<file path="src/rtl/nios2_qsys_0_oci_dct_ctrl.sv">
// Trace-atom packing controller: packs 2-bit atoms into a 15-slot buffer and
// hands full or flushed buffers downstream as framed words; sequences the end-of-test drain.
module nios2_qsys_0_oci_dct_ctrl #(
    parameter int ATOM_W = 2,
    parameter int SLOTS  = 15,
    parameter int CNT_W  = 4
) (
    input  logic                             clk,
    input  logic                             reset_n,
    input  logic                             atom_valid,
    input  logic [ATOM_W-1:0]                atom,
    output logic                             atom_ready,
    input  logic                             flush,
    input  logic                             test_ending,
    output logic                             frame_valid,
    input  logic                             frame_ready,
    output logic [CNT_W+ATOM_W*SLOTS-1:0]    frame_data,
    output logic [ATOM_W*SLOTS-1:0]          dct_buffer,
    output logic [CNT_W-1:0]                 dct_count,
    output logic                             overflow,
    output logic                             test_has_ended
);

    localparam int                BUF_W    = ATOM_W * SLOTS;
    localparam logic [CNT_W-1:0]  FULL_CNT = CNT_W'(SLOTS);

    typedef enum logic [1:0] {FILL, DRAIN, DONE} state_t;

    state_t             state_reg;
    logic               flush_pend_reg;
    logic               accept;
    logic               slot_free;
    logic               xfer;
    logic [CNT_W-1:0]   nxt_count;
    logic [BUF_W-1:0]   nxt_buf;

    assign atom_ready = (state_reg == FILL) && (dct_count != FULL_CNT);
    assign accept     = atom_valid && atom_ready;
    assign nxt_count  = dct_count + CNT_W'(accept);
    assign slot_free  = !frame_valid || frame_ready;

    // The atom accepted this cycle is merged in before any transfer, so a
    // flush or the 15th atom carries it in the emitted frame.
    genvar gi;
    generate
        for (gi = 0; gi < SLOTS; gi++) begin : g_slot
            assign nxt_buf[gi*ATOM_W +: ATOM_W] =
                (accept && (dct_count == CNT_W'(gi))) ? atom : dct_buffer[gi*ATOM_W +: ATOM_W];
        end
    endgenerate

    assign xfer = slot_free && (nxt_count != '0) &&
                  ((nxt_count == FULL_CNT) || flush || flush_pend_reg || (state_reg == DRAIN));

    always_ff @(posedge clk or negedge reset_n) begin
        if (!reset_n) begin
            state_reg      <= FILL;
            flush_pend_reg <= 1'b0;
            dct_buffer     <= '0;
            dct_count      <= '0;
            frame_valid    <= 1'b0;
            frame_data     <= '0;
            overflow       <= 1'b0;
            test_has_ended <= 1'b0;
        end else begin
            if (xfer) begin
                frame_data     <= {nxt_count, nxt_buf};
                frame_valid    <= 1'b1;
                dct_buffer     <= '0;
                dct_count      <= '0;
                flush_pend_reg <= 1'b0;
            end else begin
                dct_buffer <= nxt_buf;
                dct_count  <= nxt_count;
                if (frame_valid && frame_ready)
                    frame_valid <= 1'b0;
                // A flush of an empty buffer is dropped rather than remembered.
                if (flush && (nxt_count != '0))
                    flush_pend_reg <= 1'b1;
            end

            if ((state_reg == FILL) && atom_valid && !atom_ready)
                overflow <= 1'b1;

            case (state_reg)
                FILL: begin
                    if (test_ending)
                        state_reg <= DRAIN;
                end
                DRAIN: begin
                    if ((dct_count == '0) && !frame_valid) begin
                        state_reg      <= DONE;
                        test_has_ended <= 1'b1;
                    end
                end
                default: state_reg <= DONE;
            endcase
        end
    end

endmodule

</file>
<file path="config.mk">
export PLATFORM = sky130hd
export DESIGN_NAME = nios2_qsys_0_oci_dct_ctrl
export DESIGN_NICKNAME = d
export VERILOG_FILES = /design/src/rtl/nios2_qsys_0_oci_dct_ctrl.sv
export SDC_FILE = /design/constraint.sdc
export NUM_CORES = 1
export LEC_CHECK = 0
export ABC_AREA = 1
export CAP_MARGIN = 5
export CORE_AREA = 2 2 106 108
export CTS_BUF_LIST = sky130_fd_sc_hd__clkbuf_8
export DETAILED_ROUTE_END_ITERATION = 8
export DIE_AREA = 0 0 108 110
export GPL_TIMING_DRIVEN = 0
export HOLD_SLACK_MARGIN = 0.1
export RECOVER_POWER = 25
export SLEW_MARGIN = 20
export SYNTH_ARGS = -nofsm -noshare
export SYNTH_HDL_FRONTEND = slang
export SYNTH_SLANG_ARGS = --single-unit
</file>
<file path="constraint.sdc">
create_clock -name clk -period 5.9 [get_ports clk]
set_clock_uncertainty 0.15 [all_clocks]
set_input_delay 0.59 -clock clk [delete_from_list [all_inputs] [get_ports clk]]
set_output_delay 0.59 -clock clk [all_outputs]
set_load 0.005 [all_outputs]
</file>
==> impl_results.html <==
<table>
<tr><th>Metric</th><th>Value</th></tr>
<tr><th colspan="2">STA</th></tr>
<tr><td>Setup violations, final</td><td>0</td></tr>
<tr><td>Post-route minimum period</td><td>2.94 ns</td></tr>
<tr><td>Number of hold violations in the final report</td><td>0</td></tr>
<tr><td>Period Utilization, post-route</td><td>49.8%</td></tr>
<tr><td>Maximum clock rate</td><td>between 0.3 and 0.4 GHz</td></tr>
<tr><td>Slew headroom</td><td>23.6%</td></tr>
<tr><td>Max Transition Viols Final</td><td>0</td></tr>
<tr><td>Actual transition at the worst max-transition pin</td><td>1.15 ns</td></tr>
<tr><td>RSZ-0062 raised after global routing</td><td>no</td></tr>
<tr><td>Final sum of negative setup slack</td><td>0 ns</td></tr>
<tr><th colspan="2">Layout</th></tr>
<tr><td>Flip-flop count of the largest register, all copies and words added</td><td>34</td></tr>
<tr><td>Register with the most flip-flops</td><td>frame_data</td></tr>
<tr><td>Number of inserted filler cells in the final layout</td><td>1088</td></tr>
<tr><td>Ratio of cells with drive above 1 in the final layout</td><td>10.3%</td></tr>
<tr><td>Area Overhead vs Synth</td><td>35.2%</td></tr>
<tr><td>Antenna diode instance count</td><td>0</td></tr>
<tr><td>Final std cell area, no fill</td><td>4670 um2</td></tr>
<tr><td>Net count of the finished layout</td><td>509</td></tr>
<tr><td>Largest registers ranked by flip-flop count</td><td>frame_data x34, dct_buffer x30, dct_count x4</td></tr>
<tr><th colspan="2">Worst hold path</th></tr>
<tr><td>Beginning of the worst hold path</td><td>frame_data[31]</td></tr>
<tr><td>Class of the most critical hold timing path</td><td>flip-flop to flip-flop</td></tr>
<tr><th colspan="2">Global route</th></tr>
<tr><td>Global-route total usage across every layer</td><td>17.1%</td></tr>
<tr><td>Wire length of the first global-routing pass</td><td>15400 um</td></tr>
<tr><td>Largest net degree at the start of global routing</td><td>58</td></tr>
<tr><td>Vias in the first global route</td><td>about 2900</td></tr>
<tr><td>Initial antenna violation count</td><td>0</td></tr>
<tr><td>Total global routing overflow</td><td>0</td></tr>
<tr><th colspan="2">Synth</th></tr>
<tr><td>Post-synthesis sequential area ratio</td><td>between 50% and 60%</td></tr>
<tr><td>Synth unique cells</td><td>26</td></tr>
<tr><td>Combined area of all synthesized cells</td><td>between 3000 and 4000 um2</td></tr>
<tr><td>Synthesized net count</td><td>417</td></tr>
<tr><td>Number of storage elements in the synthesis netlist</td><td>74</td></tr>
<tr><td>Synthesized area divided by synthesized cell count</td><td>8.49 um2</td></tr>
<tr><td>Synth Instances</td><td>about 410</td></tr>
<tr><td>Yosys warning count</td><td>0</td></tr>
<tr><th colspan="2">Placement</th></tr>
<tr><td>IO Port Bufs</td><td>79</td></tr>
<tr><td>Detailed placement HPWL</td><td>6790 um</td></tr>
<tr><td>Area post-placement</td><td>4450 um2</td></tr>
<tr><td>Routability congestion estimate</td><td>0.790</td></tr>
<tr><th colspan="2">Power</th></tr>
<tr><td>Reported leakage power</td><td>2.32 nW</td></tr>
<tr><td>Worst IR Drop VDD</td><td>0.149 mV</td></tr>
<tr><td>Ratio of total power to cell area</td><td>371 nW/um2</td></tr>
<tr><th colspan="2">Clock tree</th></tr>
<tr><td>Hold_buf cts</td><td>1</td></tr>
<tr><td>Cts bufs inserted</td><td>9</td></tr>
<tr><td>Max clock buf depth</td><td>2</td></tr>
<tr><td>Clock root buffer master</td><td>sky130_fd_sc_hd__clkbuf_8</td></tr>
<tr><td>Count of H-tree levels built during CTS</td><td>3</td></tr>
<tr><td>Clk sinks</td><td>74</td></tr>
<tr><td>Setup Buffers After CTS</td><td>0</td></tr>
<tr><td>Clock transition time at the flip-flop clock pins of the worst setup and hold paths</td><td>0.07 ns</td></tr>
<tr><td>TritonCTS clock tree</td><td>built</td></tr>
<tr><td>Quantity of gates resized following cts</td><td>0</td></tr>
<tr><td>Worst-Skew Late Latency</td><td>approximately 0.35 ns</td></tr>
<tr><th colspan="2">Floorplanning</th></tr>
<tr><td>Ports placed on the boundary</td><td>80</td></tr>
<tr><td>Die Footprint</td><td>11900 um2</td></tr>
<tr><td>Site Rows</td><td>38</td></tr>
<tr><td>Core region area</td><td>10700 um2</td></tr>
<tr><td>Starting Density</td><td>around 32%</td></tr>
<tr><td>Die X</td><td>108 um</td></tr>
<tr><td>Height of the chip</td><td>110 um</td></tr>
<tr><th colspan="2">Routing</th></tr>
<tr><td>Pre-Repair DR Iteration Count</td><td>4</td></tr>
<tr><td>Vias post-DR</td><td>about 3000</td></tr>
<tr><td>Final routed wire length divided by cell count</td><td>about 15 um</td></tr>
<tr><td>Number of remaining DRC errors</td><td>0</td></tr>
<tr><td>Number of DRC markers in iteration 0</td><td>177</td></tr>
<tr><td>Post-Route WL</td><td>approximately 9500 um</td></tr>
<tr><td>Post-route antenna net violation count</td><td>0</td></tr>
<tr><td>Via density</td><td>4.62</td></tr>
<tr><th colspan="2">Worst setup path</th></tr>
<tr><td>Reg2reg start</td><td>state_reg[0]</td></tr>
<tr><td>Crit end category</td><td>flip-flop</td></tr>
<tr><td>Data required time at the worst endpoint</td><td>5.98 ns</td></tr>
<tr><td>WS Path Type</td><td>primary input to flip-flop</td></tr>
<tr><td>Worst-path fanout max</td><td>10</td></tr>
<tr><td>Launch point of the critical path</td><td>atom_valid</td></tr>
<tr><td>End of the critical path</td><td>frame_valid</td></tr>
<tr><td>Slowest CP cell</td><td>sky130_fd_sc_hd__clkdlybuf4s50_1</td></tr>
<tr><td>R2r worst-path depth</td><td>12</td></tr>
<tr><td>CP Launch Type</td><td>primary input</td></tr>
<tr><td>Worst-path cell chain</td><td>clkdlybuf4s50_1 &gt; nand2_2 &gt; nor2_1 &gt; ha_1 &gt; ha_1 &gt; nor2_1 &gt; nand2_2 &gt; nor2_4 &gt; nor2_8 &gt; nand2_4 &gt; buf_4 &gt; o21ai_0</td></tr>
<tr><td>Reg-to-Reg End</td><td>frame_valid</td></tr>
<tr><td>Flop2flop setup slack</td><td>3.24 ns</td></tr>
<tr><td>Arrival @ worst endpoint</td><td>3.02 ns</td></tr>
<tr><td>CP max stage delay</td><td>0.65 ns</td></tr>
<tr><th colspan="2">Status</th></tr>
<tr><td>Result of the run</td><td>complete, no violations</td></tr>
<tr><th colspan="2">Job</th></tr>
<tr><td>Max-capacitance violation count</td><td>0</td></tr>
</table>
[layer usage]
metal / up-vias / wire length [um] / GRT usage (%) / part of all wire [%]
met5: - / 0 / 0 / 0
met4: 0 / 168 / 6.32 / 1.8
met3: 18 / 545 / 4.29 / 5.8
met2: 75 / 4260 / 26.7 / 45
met1: 1399 / 4490 / 23.0 / 47
li1: 1483 / - / - / -
[cell usage after synthesis (all sizes together)]
cell type / count / area, um2
nand2: 152 / 591
a21boi: 7 / 52.6
ha: 2 / 25.0
inv: 21 / 78.8
nand4: 6 / 37.5
nor2: 26 / 161
a22o: 1 / 8.76
nand3: 58 / 290
nor3: 1 / 5.00
dfrtp: 74 / 1850
o21bai: 3 / 22.5
clkbuf: 2 / 7.51
buf: 17 / 110
o21ai: 10 / 50.1
and2: 24 / 150
a21oi: 3 / 15.0
[cells in the final DEF (no fill, tap or decap), drive strengths merged]
cell type      instances
clkbuf                13
dlygate4sd3            1
a22o                   1
o21bai                 3
a21boi                 7
nand3                 58
clkdlybuf4s50         78
o21ai                 10
bufinv                 2
inv                   23
clkinvlp               2
nor3                   1
nand2                152
nand4                  6
a21oi                  3
and2                  24
dfrtp                 74
buf                   18
nor2                  26
ha                     2
[power by group]
part | total (mW) | leakage (nW) | internal (mW) | switching, mW
Combinational | 0.701 | 1.19 | 0.251 | 0.450
Clock | 0.433 | 0.111 | 0.247 | 0.186
Sequential | 0.600 | 1.02 | 0.561 | 0.0382
[how the worst min path moves through the flow]
stage,endpoint,slack (ns),cells after the start
3_3_place_gp,frame_data[31],0.31,2
6_report,frame_data[31],0.32,2
4_1_cts,frame_data[31],0.33,2
2_1_floorplan,dct_buffer[0],0.14,0
3_5_place_dp,frame_data[6],0.31,2
5_1_grt,frame_data[9],0.34,2
[cell type report]
| class | instances | area (um2) | share of cell area [%] |
|---|---|---|---|
| Tap cell | 140 | 175 | 3.75 |
| Inverter | 21 | 78.8 | 1.69 |
| Sequential cell | 74 | 1850 | 39.6 |
| Clock buffer | 10 | 138 | 2.94 |
| Buffer | 19 | 118 | 2.52 |
| Timing Repair Buffer | 81 | 822 | 17.6 |
| Multi-Input combinational cell | 293 | 1410 | 30.1 |
| Clock inverter | 6 | 82.6 | 1.77 |
[critical path: cells and delay by family]
| kind | cells | cell delay [ns] |
|---|---|---|
| AND/OR/NAND/NOR | 7 | 0.99 |
| AO/OA/AOI/OAI | 1 | 0.10 |
| adder cells (fa/ha/maj) | 2 | 0.49 |
| buffers and inverters | 2 | 0.84 |
[metrics by stage]
stage          setup slack, ns  utilization, %  power, mW  std cells  hold slack, ns
4_1_cts                   2.99            43.7       1.75        644           0.329
3_5_place_dp              2.62            41.6       1.31        627           0.309
3_3_place_gp              1.44            41.3       1.30        626           0.309
2_1_floorplan             3.57               -       1.03        407           0.144
6_report                  2.96            43.7       1.73        644           0.323
5_1_grt                   2.73            43.7       1.85        644           0.344
[logic make-up (layout without fill, tap and decap cells)]
family | after synthesis | after routing | share of synthesized area [%]
and+or+nand+nor | 267 | 267 | 35.7
DFF | 74 | 74 | 53.6
adders and majority gates | 2 | 2 | 0.724
AOI/OAI and AO/OA | 24 | 24 | 4.31
buffers and inverters | 40 | 137 | 5.68
(Power assumes the default switching activity.)
